`src/rtl/ed25519_host_bridge_pkg.sv`:
```
// ed25519_host_bridge_pkg
// Shared definitions for the ed25519 host bridge: channel and coordinate
// widths, word counts per transaction, FSM state encoding and the mapping
// from a 255-bit coordinate to one of its four 64-bit channel words.
// No ports (package).
package ed25519_host_bridge_pkg;

  localparam int WORD_W     = 64;
  localparam int COORD_W    = 255;
  localparam int N_TX_WORDS = 12;
  localparam int N_RX_WORDS = 8;

  typedef enum logic [1:0] {
    IDLE = 2'd0,
    SEND = 2'd1,
    RECV = 2'd2,
    RESP = 2'd3
  } state_t;

  // Word 0 carries the top 63 bits of the coordinate with bit 63 padded to 0;
  // words 1..3 carry the remaining bits MSB-first.
  function automatic logic [WORD_W-1:0] coord_word(input logic [COORD_W-1:0] coord,
                                                   input logic [1:0]         idx);
    logic [WORD_W-1:0] w;
    case (idx)
      2'd0:    w = {1'b0, coord[254:192]};
      2'd1:    w = coord[191:128];
      2'd2:    w = coord[127:64];
      default: w = coord[63:0];
    endcase
    return w;
  endfunction

endpackage

```
`src/rtl/ed25519_word_packer.sv`:
```
// ed25519_word_packer
// Combinational word select/insert for one 255-bit coordinate.
//   i_coord   : coordinate being read (TX) or partially assembled (RX)
//   i_idx     : word index within the coordinate, 0 = most significant
//   i_word    : incoming 64-bit word to insert (RX)
//   o_word    : selected 64-bit word of i_coord (TX)
//   o_coord   : i_coord with i_word written at i_idx (RX)
//   o_pad_err : i_word has its padding bit set while i_idx == 0
module ed25519_word_packer
  import ed25519_host_bridge_pkg::*;
(
  input  logic [COORD_W-1:0] i_coord,
  input  logic [1:0]         i_idx,
  input  logic [WORD_W-1:0]  i_word,
  output logic [WORD_W-1:0]  o_word,
  output logic [COORD_W-1:0] o_coord,
  output logic               o_pad_err
);

  // NOTE: every output gets a default before the case so no latch is inferred.
  always_comb begin
    o_word    = coord_word(i_coord, i_idx);
    o_coord   = i_coord;
    o_pad_err = 1'b0;
    case (i_idx)
      2'd0: begin
        // The padding bit is flagged but the payload bits are still stored.
        o_coord[254:192] = i_word[62:0];
        o_pad_err        = i_word[63];
      end
      2'd1:    o_coord[191:128] = i_word;
      2'd2:    o_coord[127:64]  = i_word;
      default: o_coord[63:0]    = i_word;
    endcase
  end

endmodule

```
`src/rtl/ed25519_host_bridge.sv`:
```
// ed25519_host_bridge
// Host-side initiator for the ed25519 scalar-multiply accelerator. Takes one
// parallel request {M, xp, yp}, streams it as 12 64-bit words, collects the
// 8 result words {xg, yg} and returns them as one parallel response.
//   i_clk, i_rst                 : clock, synchronous active-high reset
//   i_req_valid/o_req_ready      : host request handshake; i_req_m/xp/yp data
//   o_tx_valid/i_tx_ready        : word stream to accelerator, o_tx_data
//   i_rx_valid/o_rx_ready        : word stream from accelerator, i_rx_data
//   o_rsp_valid/i_rsp_ready      : host response handshake; o_rsp_xg/yg data
//   o_rsp_err                    : malformed result word or receive timeout
//   o_busy                       : a transaction is in progress
// TIMEOUT_CYC bounds idle cycles between result words (0 disables).
module ed25519_host_bridge
  import ed25519_host_bridge_pkg::*;
#(
  parameter int unsigned TIMEOUT_CYC = 1000000
) (
  input  logic                i_clk,
  input  logic                i_rst,
  input  logic                i_req_valid,
  output logic                o_req_ready,
  input  logic [COORD_W-1:0]  i_req_m,
  input  logic [COORD_W-1:0]  i_req_xp,
  input  logic [COORD_W-1:0]  i_req_yp,
  output logic                o_tx_valid,
  input  logic                i_tx_ready,
  output logic [WORD_W-1:0]   o_tx_data,
  input  logic                i_rx_valid,
  output logic                o_rx_ready,
  input  logic [WORD_W-1:0]   i_rx_data,
  output logic                o_rsp_valid,
  input  logic                i_rsp_ready,
  output logic [COORD_W-1:0]  o_rsp_xg,
  output logic [COORD_W-1:0]  o_rsp_yg,
  output logic                o_rsp_err,
  output logic                o_busy
);

  state_t                 r_state;
  logic [3*COORD_W-1:0]   r_buf;        // current operand always sits at the top
  logic [3:0]             r_cnt;        // word counter for SEND and RECV
  logic [31:0]            r_to_cnt;     // idle cycles since the last rx word
  logic [WORD_W-1:0]      r_tx_data;
  logic                   r_tx_valid;
  logic                   r_rx_ready;
  logic                   r_rsp_valid;
  logic                   r_rsp_err;
  logic                   r_malformed;
  logic [COORD_W-1:0]     r_xg;
  logic [COORD_W-1:0]     r_yg;

  logic                   w_tx_hs;
  logic                   w_rx_hs;
  logic [3:0]             w_cnt_next;
  logic                   w_timeout;
  logic                   w_is_send;
  logic [COORD_W-1:0]     w_pk_coord_in;
  logic [1:0]             w_pk_idx;
  logic [WORD_W-1:0]      w_pk_word;
  logic [COORD_W-1:0]     w_pk_coord;
  logic                   w_pk_pad_err;

  assign w_tx_hs    = r_tx_valid & i_tx_ready;
  assign w_rx_hs    = r_rx_ready & i_rx_valid;
  assign w_cnt_next = r_cnt + 4'd1;
  assign w_timeout  = (TIMEOUT_CYC != 0) && (r_to_cnt == TIMEOUT_CYC - 1);
  assign w_is_send  = (r_state == SEND);

  // SEND and RECV never overlap, so one packer serves both directions.
  // In SEND it prepares the word after the current one; when that word opens
  // a new operand it comes from the next slot of the buffer.
  assign w_pk_coord_in = w_is_send
                       ? ((w_cnt_next[1:0] == 2'd0) ? r_buf[2*COORD_W-1:COORD_W]
                                                    : r_buf[3*COORD_W-1:2*COORD_W])
                       : (r_cnt[2] ? r_yg : r_xg);
  assign w_pk_idx      = w_is_send ? w_cnt_next[1:0] : r_cnt[1:0];

  ed25519_word_packer u_packer (
    .i_coord   (w_pk_coord_in),
    .i_idx     (w_pk_idx),
    .i_word    (i_rx_data),
    .o_word    (w_pk_word),
    .o_coord   (w_pk_coord),
    .o_pad_err (w_pk_pad_err)
  );

  // NOTE: sequential state uses non-blocking assignments only, so every
  // register samples pre-edge values regardless of statement order.
  // NOTE: r_buf is cleared on reset like everything else, but nothing reads
  // it before a request loads it; the reset exists only for determinism.
  always_ff @(posedge i_clk) begin
    if (i_rst) begin
      r_state     <= IDLE;
      r_buf       <= '0;
      r_cnt       <= '0;
      r_to_cnt    <= '0;
      r_tx_data   <= '0;
      r_tx_valid  <= 1'b0;
      r_rx_ready  <= 1'b0;
      r_rsp_valid <= 1'b0;
      r_rsp_err   <= 1'b0;
      r_malformed <= 1'b0;
      r_xg        <= '0;
      r_yg        <= '0;
    end else begin
      case (r_state)
        IDLE: begin
          if (i_req_valid) begin
            r_buf      <= {i_req_m, i_req_xp, i_req_yp};
            r_tx_data  <= coord_word(i_req_m, 2'd0);
            r_cnt      <= '0;
            r_tx_valid <= 1'b1;
            r_state    <= SEND;
          end
        end
        SEND: begin
          if (w_tx_hs) begin
            if (r_cnt == 4'(N_TX_WORDS - 1)) begin
              r_tx_valid  <= 1'b0;
              r_rx_ready  <= 1'b1;
              r_cnt       <= '0;
              r_to_cnt    <= '0;
              r_xg        <= '0;
              r_yg        <= '0;
              r_malformed <= 1'b0;
              r_rsp_err   <= 1'b0;
              r_state     <= RECV;
            end else begin
              r_cnt     <= w_cnt_next;
              r_tx_data <= w_pk_word;
              if (w_cnt_next[1:0] == 2'd0)
                r_buf <= {r_buf[2*COORD_W-1:0], {COORD_W{1'b0}}};
            end
          end
        end
        RECV: begin
          if (w_rx_hs) begin
            r_to_cnt    <= '0;
            r_malformed <= r_malformed | w_pk_pad_err;
            if (r_cnt[2]) r_yg <= w_pk_coord;
            else          r_xg <= w_pk_coord;
            if (r_cnt == 4'(N_RX_WORDS - 1)) begin
              r_rx_ready  <= 1'b0;
              r_rsp_valid <= 1'b1;
              r_rsp_err   <= r_malformed | w_pk_pad_err;
              r_state     <= RESP;
            end else begin
              r_cnt <= w_cnt_next;
            end
          end else if (w_timeout) begin
            // Abort with whatever has been assembled so far.
            r_rx_ready  <= 1'b0;
            r_rsp_valid <= 1'b1;
            r_rsp_err   <= 1'b1;
            r_state     <= RESP;
          end else begin
            r_to_cnt <= r_to_cnt + 32'd1;
          end
        end
        RESP: begin
          if (i_rsp_ready) begin
            r_rsp_valid <= 1'b0;
            r_state     <= IDLE;
          end
        end
        default: r_state <= IDLE;
      endcase
    end
  end

  assign o_req_ready = (r_state == IDLE);
  assign o_busy      = (r_state != IDLE);
  assign o_tx_valid  = r_tx_valid;
  assign o_tx_data   = r_tx_data;
  assign o_rx_ready  = r_rx_ready;
  assign o_rsp_valid = r_rsp_valid;
  assign o_rsp_err   = r_rsp_err;
  assign o_rsp_xg    = r_xg;
  assign o_rsp_yg    = r_yg;

endmodule

```
`config.mk`:
```
export PLATFORM = sky130hd
export DESIGN_NAME = ed25519_host_bridge
export DESIGN_NICKNAME = d
export VERILOG_FILES = /design/src/rtl/ed25519_host_bridge_pkg.sv /design/src/rtl/ed25519_word_packer.sv /design/src/rtl/ed25519_host_bridge.sv
export SDC_FILE = /design/constraint.sdc
export NUM_CORES = 2
export LEC_CHECK = 0
export ABC_CLOCK_PERIOD_IN_PS = 3000
export BUFFER_PORTS_ARGS = -buffer_cell sky130_fd_sc_hd__buf_2
export CORE_AREA = 2 2 545 547
export CTS_CLUSTER_DIAMETER = 40
export DETAILED_ROUTE_END_ITERATION = 8
export DIE_AREA = 0 0 547 549
export GPL_ROUTABILITY_DRIVEN = 1
export PLACE_DENSITY = 0.46
export RECOVER_POWER = 100
export SKIP_LAST_GASP = 1
export SYNTH_ARGS = -nofsm -noshare
export SYNTH_HDL_FRONTEND = slang
export SYNTH_SLANG_ARGS = --single-unit
```
`constraint.sdc`:
```
create_clock -name i_clk -period 3 [get_ports i_clk]
set_clock_uncertainty 0.15 [all_clocks]
set_input_delay 0.15 -clock i_clk [delete_from_list [all_inputs] [get_ports i_clk]]
set_output_delay 0.15 -clock i_clk [all_outputs]
set_load 0.01 [all_outputs]
```
======== Yosys cells after proc, flatten, opt, wreduce, memory -nomap -nowiden ========
Index checks and enable logic that the tools add are counted.
word-level totals
  bits in registers ....................... 1382
  input bits .............................. 835
  output and inout port bits .............. 580
  word-level logic and storage cells ...... 124
cells by class
  add/subtract/negate cells ............... 2
  equal/unequal tests ..................... 21
  mux-type cells .......................... 66
  bitwise logic cells ..................... 3
  reduce and logical (&&, ||, !) cells .... 20
operators by type and width
  cell                                             number
  two-way mux 765 bit                              4
  two-way mux 255 bit                              9
  case mux 765 bit (2 select lines)                1
  case mux 255 bit (2 select lines)                2
  two-way mux 64 bit                               6
  case mux 64 bit (3 select lines)                 1
  two-way mux 32 bit                               4
  case mux 64 bit (2 select lines)                 1
  case mux 32 bit (2 select lines)                 1
  two-way mux 63 bit                               1
  adder 32 x 1 -> 32 bit, second input constant    1
  == test 32 x 20 -> 1 bit, second input constant  1
  AND reduction 5 bit                              5
  two-way mux 4 bit                                5
  AND reduction 4 bit                              5
  two-way mux 1 bit                                16
  two-way mux 2 bit                                8
  inequality test 2 bit, second input constant     8
  case mux 4 bit (3 select lines)                  1
  case mux 1 bit (2 select lines)                  5
  inequality test 3 bit, second input constant     3
  case mux 2 bit (4 select lines)                  1
  nonzero test 2 bit                               4
  == test 2 bit, second input constant             3
  11 further kinds                                 16

======== Logic depth before layout (Yosys ltp) ========
  depth in word-level cells ............... 8
  mapped depth ............................ 12
  mapped depth without buffers ............ 7

======== By module ========
Synthesis repeated with hierarchy kept, for this count alone.
unflattened totals
  cell total of the unflattened synthesis .. 7689
  area total of the unflattened synthesis .. 66377.4 um^2
modules (own cells, without submodules)
  module               times used  cells an instance  area an instance (um^2)  seq. area each (um^2)
  ed25519_host_bridge  1           7323               61819.3                  27666.5
  ed25519_word_packer  1           366                4558.1                   0.0

======== Worst setup path before layout ========
OpenSTA, ideal clock, no wires.
  kind .................................... register to register
  start point ............................. register r_cnt[1]
  end point ............................... register r_to_cnt[30]
  library setup time ...................... 70 ps
  data arrival time ....................... 2171 ps
  required time ........................... 2780 ps
  path slack .............................. 609 ps
  cell stages (with the launch flop) ...... 9
  buffers on the path ..................... 2
  clock period less this slack ............ 2391 ps
  cells stage by stage .................... dfxtp_1 -> ha_1 -> buf_2 -> and3b_1 -> buf_4 -> a31oi_1 -> or4_4 -> or4_1 -> a21oi_1
on the way
  longest elaborated chain between the ends .. 3
RTL lines
  item                                             RTL line                    text
  start, declared                                  ed25519_host_bridge.sv:41   logic [3:0] r_cnt;
  start signal, assigned                           ed25519_host_bridge.sv:129  r_cnt <= w_cnt_next;
  start signal, assigned                           ed25519_host_bridge.sv:148  r_cnt <= w_cnt_next;
  == test 4 bit                                    ed25519_host_bridge.sv:118  if (r_cnt == 4'(N_TX_WORDS - 1)) begin
  inequality test 2 x 1 -> 1 bit (no source line)  n/a
  AND reduction 4 bit (no source line)             n/a
  end signal, assigned                             ed25519_host_bridge.sv:157  r_to_cnt <= r_to_cnt + 32'd1;
  end, declared                                    ed25519_host_bridge.sv:42   logic [31:0] r_to_cnt;
Every way passes these cells.
A chain may end at the register's enable or synchronous reset.

======== Worst setup path after layout ========
  start point ............................. register r_state[1]
  end point ............................... register r_buf[160]
on the way
  longest elaborated chain between the ends .. 3
  elaborated cells between the ends (all ways) .. 9
  those cells by class .................... 5 x eq/ne; 1 x mux; 3 x reduce/logical
RTL lines
  item                                                                     RTL line                    text
  start, declared                                                          ed25519_host_bridge.sv:39   state_t r_state;
  start signal, assigned                                                   ed25519_host_bridge.sv:93   r_state <= IDLE;
  start signal, assigned                                                   ed25519_host_bridge.sv:113  r_state <= SEND;
  start signal, assigned                                                   ed25519_host_bridge.sv:127  r_state <= RECV;
  == test 2 x 1 -> 1 bit or logical NOT 2 bit (tied branches)              ed25519_host_bridge.sv:106  case (r_state)
  inequality test 2 x 1 -> 1 bit (no source line) (tied with other cells)  n/a
  AND reduction 5 bit (no source line)                                     n/a
  end signal, assigned                                                     ed25519_host_bridge.sv:109  r_buf <= {i_req_m, i_req_xp, i_req_yp};
  end signal, assigned                                                     ed25519_host_bridge.sv:132  r_buf <= {r_buf[2*COORD_W-1:0], {COORD_W{1'b0}}};
  end, declared                                                            ed25519_host_bridge.sv:40   logic [3*COORD_W-1:0] r_buf;
Several ways; a longest one is shown, not always the timed one.

==> metrics.md <==
| Metric | Value |
|---|---|
| Syn Inst Count | `7035` |
| IO Count | `1415` |
| CTS tree | `done` |
| Req. time, crit path | `3.57 ns` |
| Area share of the largest cell type after synthesis | `43.3%` |
| Post-route antenna net violation count | `0` |
| Cts bufs inserted | `302` |
| # DRC | `0` |
| Final wirelength | `407000 microns` |
| CP delay by family, top | `buffers and inverters` |
| Post-layout minimum cycle time | `2.96 ns` |
| Pwr/cell area | `1030 nW/um^2` |
| Final Power | `103 mW` |
| GP Congestion | `0.901` |
| Actual slew at the worst max-slew pin | `1.20 ns` |
| NetSw | `43.2 mW` |
| Area growth syn-to-layout | `57.3%` |
| Fin area | `100000 sq um` |
| Hold Vio Cnt, Final | `0` |
| IO Port Bufs | `1414` |
| Initial drt markers | `5158` |
| All-Layer GR Usage | `25.7%` |
| Post-layout util | `34.0%` |
| Setup crit start kind | `flop` |
| Synth area leader | `dfxtp_1` |
| Nets | `10600` |
| Fin cells | `14000` |
| Die Wd | `547 microns` |
| CTS Buffer Depth | `4` |
| Avg WL per Cell | `29.2 microns` |
| Clk slew on worst S/H paths | `0.05 ns` |
| Async SR Flop Fraction | `0%` |
| Ranking of synthesized cells by area | `dfxtp_1 43%, mux2i_1 15%, a22o_1 7.0%, a211oi_1 6.6%, nor2_1 5.1%` |
| WHS | `0.0570 ns` |
| Critical-path maximum fanout | `54` |
| Number of library cell types mapped by synthesis | `56` |
| CP peak stage delay | `0.62 ns` |
| P_leak | `38.3 nW` |
| Global-route wire length before repair | `552000 microns` |
| Max VDD drop | `0.730 mV` |
| Flop pwr share | `25.3%` |
| Clock Latency Late Sink | `0.90 ns` |
| TritonRoute pass-1 iters | `8` |
| Depth of the CTS H-tree | `5` |
| Post-synthesis sequential area ratio | `43.3%` |
| Initial Util | `21.6%` |
| Site Rows | `200` |
| Max_cap viols | `0` |
| Crit. End Element | `flop` |
| Unrepaired setup endpoints after global routing | `yes` |
| Setup violations, final | `0` |
| Clock share of power | `33.5%` |
| Grt ovf | `0` |
| Initial antenna violation count | `49` |
| Via density | `4.95` |
| Final period utilization | `98.5%` |
| Placed insts | `12000` |
| Top cell by count, worst path | `buf_16` |
| Area post-placement | `76500 sq um` |
| Crit Path Class | `reg -> reg` |
| CTS Root Cell | `clkbuf_16` |
| Worst Hold Class | `in -> reg` |
| Vias in the first global route | `69500` |
| Core Area | `295000 sq um` |
| Crit path max-delay cell type | `dlygate4sd3_1` |
| WP buf/inv | `5` |
| Dpl hpwl | `298000 microns` |
| Clk sinks | `1382` |
| Pin count of the biggest net entering global routing | `143` |
| DIE HEIGHT | `549 microns` |
| Die area | `300000 sq um` |
| Crit path cell chain | `inv_1 -> ha_4 -> clkinv_8 -> buf_16 -> and3_4 -> buf_16 -> a22oi_2 -> dlygate4sd3_1 -> nor2_1` |
| Post-synth EDFFs | `0` |
| Register bit count reported by yosys | `1382` |
| Comb pwr share | `41.3%` |
| FMAX | `338 MHz` |
| Post-synth net total | `7876` |
| Synthesized area | `63800 sq um` |
| Pint | `60.0 mW` |
| Worst slew margin | `20.2%` |
| Avg Cell Area, Syn | `9.07 sq um` |
| Yosys synthesis warning count | `0` |
| Ys flop type | `dfxtp_1` |
| Share of layout cells above drive strength 1 | `18.4%` |
| Outcome | `complete, no violations` |
| Slew Viols, Final | `0` |
| Sw Share | `41.8%` |
| CP arrival | `3.53 ns` |
| Routed vias | `69100` |
metrics by stage:
stage	TNS [ns]	worst slack [ns]
after floorplan	0	0.609
after global placement	0	0.00579
after detailed placement	0	0.00174
after CTS	-0.0923	-0.0216
after global routing	-0.0132	-0.00696
final	0	0.0438
what timing repair did:
| item | 4_1_cts | 5_1_grt |
|---|---|---|
| setup endpoints to repair | 6 | 98 |
| setup buffers | 0 | 6 |
| hold endpoints to repair | 1382 | 0 |
| gates resized for setup | 0 | 15 |
| pin swaps | 0 | 3 |
| gates cloned | 0 | 4 |
| hold buffers | 1377 | 0 |
final cells by class:
type / count / area, sq um
clock buffers: 386 / 8380
repair buffers: 3095 / 23800
inverters: 12 / 65.1
fillers: 30100 / 195000
well taps: 3939 / 4930
clock inverters: 168 / 2190
flip-flops and latches: 1382 / 27700
diodes: 37 / 92.6
multi-input cells: 4941 / 33300
cells in the mapped netlist (all sizes together) (52+ instances only):
cell,n
buf,307
o2111ai,52
o211ai,92
nand3,175
mux2i,949
nor2,865
dfxtp,1382
a211oi,561
a21oi,283
o21ai,97
a22o,510
nand2,784
clkbuf,393
mux2,140
a22oi,256
power by group through the flow:
stage               Combinational [mW]  Clock (mW)  Sequential [mW]
CTS                               42.6        35.0             25.9
detailed placement                40.6           0             26.2
finish                            42.6        34.5             26.1
global route                      45.7        35.9             26.5
floorplan                         23.7           0             25.4
global placement                  40.3           0             26.1
logic make-up (layout without fill, tap and decap cells):
family | Yosys count | count (layout) | synth area share, %
simple gates | 1924 | 1924 | 12.1
compound gates | 1908 | 1908 | 22.1
flops | 1382 | 1382 | 43.3
mux | 1089 | 1089 | 17.3
buf+inv | 712 | 3661 | 4.81
xor+xnor | 14 | 14 | 0.192
fa+ha+maj | 6 | 6 | 0.118
other cells | 0 | 37 | 0
flip-flops by register name, summed over array words and instances (netlist names):
| signal | flops |
|---|---|
| o_tx_valid | 1 |
| o_rsp_err | 1 |
| r_buf | 765 |
| r_state | 2 |
| o_rsp_xg | 255 |
| o_tx_data | 64 |
| o_rsp_yg | 255 |
| o_rx_ready | 1 |
| o_rsp_valid | 1 |
| r_malformed | 1 |
| r_to_cnt | 32 |
| r_cnt | 4 |
tightest hold or removal path, cell delays in order:
cell	delay [ns]
dlygate4sd3_1	0.59
buf_2	0.15
a22oi_1	0.06
nor2_1	0.07
layer usage:
metal,up-vias,track usage (%),wire length (microns)
li1,31300,-,-
met1,33900,28.3,152000
met2,3064,42.6,187000
met3,830,8.09,36100
met4,2,16.9,31900
met5,-,0,16
final timing paths:
path                      start       endpoint  slack (ns)  cells after the start
setup reg to reg     r_state[1]     r_buf[160]        0.04                      9
hold reg to reg   o_tx_data[63]  o_tx_data[63]        0.33                      2
setup / recovery     r_state[1]     r_buf[160]        0.04                      9
hold / removal    i_req_yp[185]     r_buf[185]        0.06                      4
placed cells by master, fill, tap and decap left out, types with 10 or more instances in the layout:
master	instances
nor2_1	865
dlygate4sd3_1	1377
clkinv_4	14
clkbuf_16	309
o22ai_1	14
or3_1	10
nand2_1	782
nand4_1	13
diode_2	37
clkbuf_1	615
a22oi_1	249
clkbuf_8	44
buf_2	835
clkinv_2	56
a21oi_1	280
a211oi_1	561
o31a_1	14
inv_6	14
mux2_2	140
o211ai_1	92
dfxtp_1	1380
nand3_1	174
buf_4	199
clkinv_16	11
mux2i_1	948
o21ai_0	94
buf_12	96
nor3_1	21
a22o_1	510
clkinvlp_4	31
bufinv_16	29
o2111ai_1	52
Note: power is estimated with default switching activity, not from simulation.
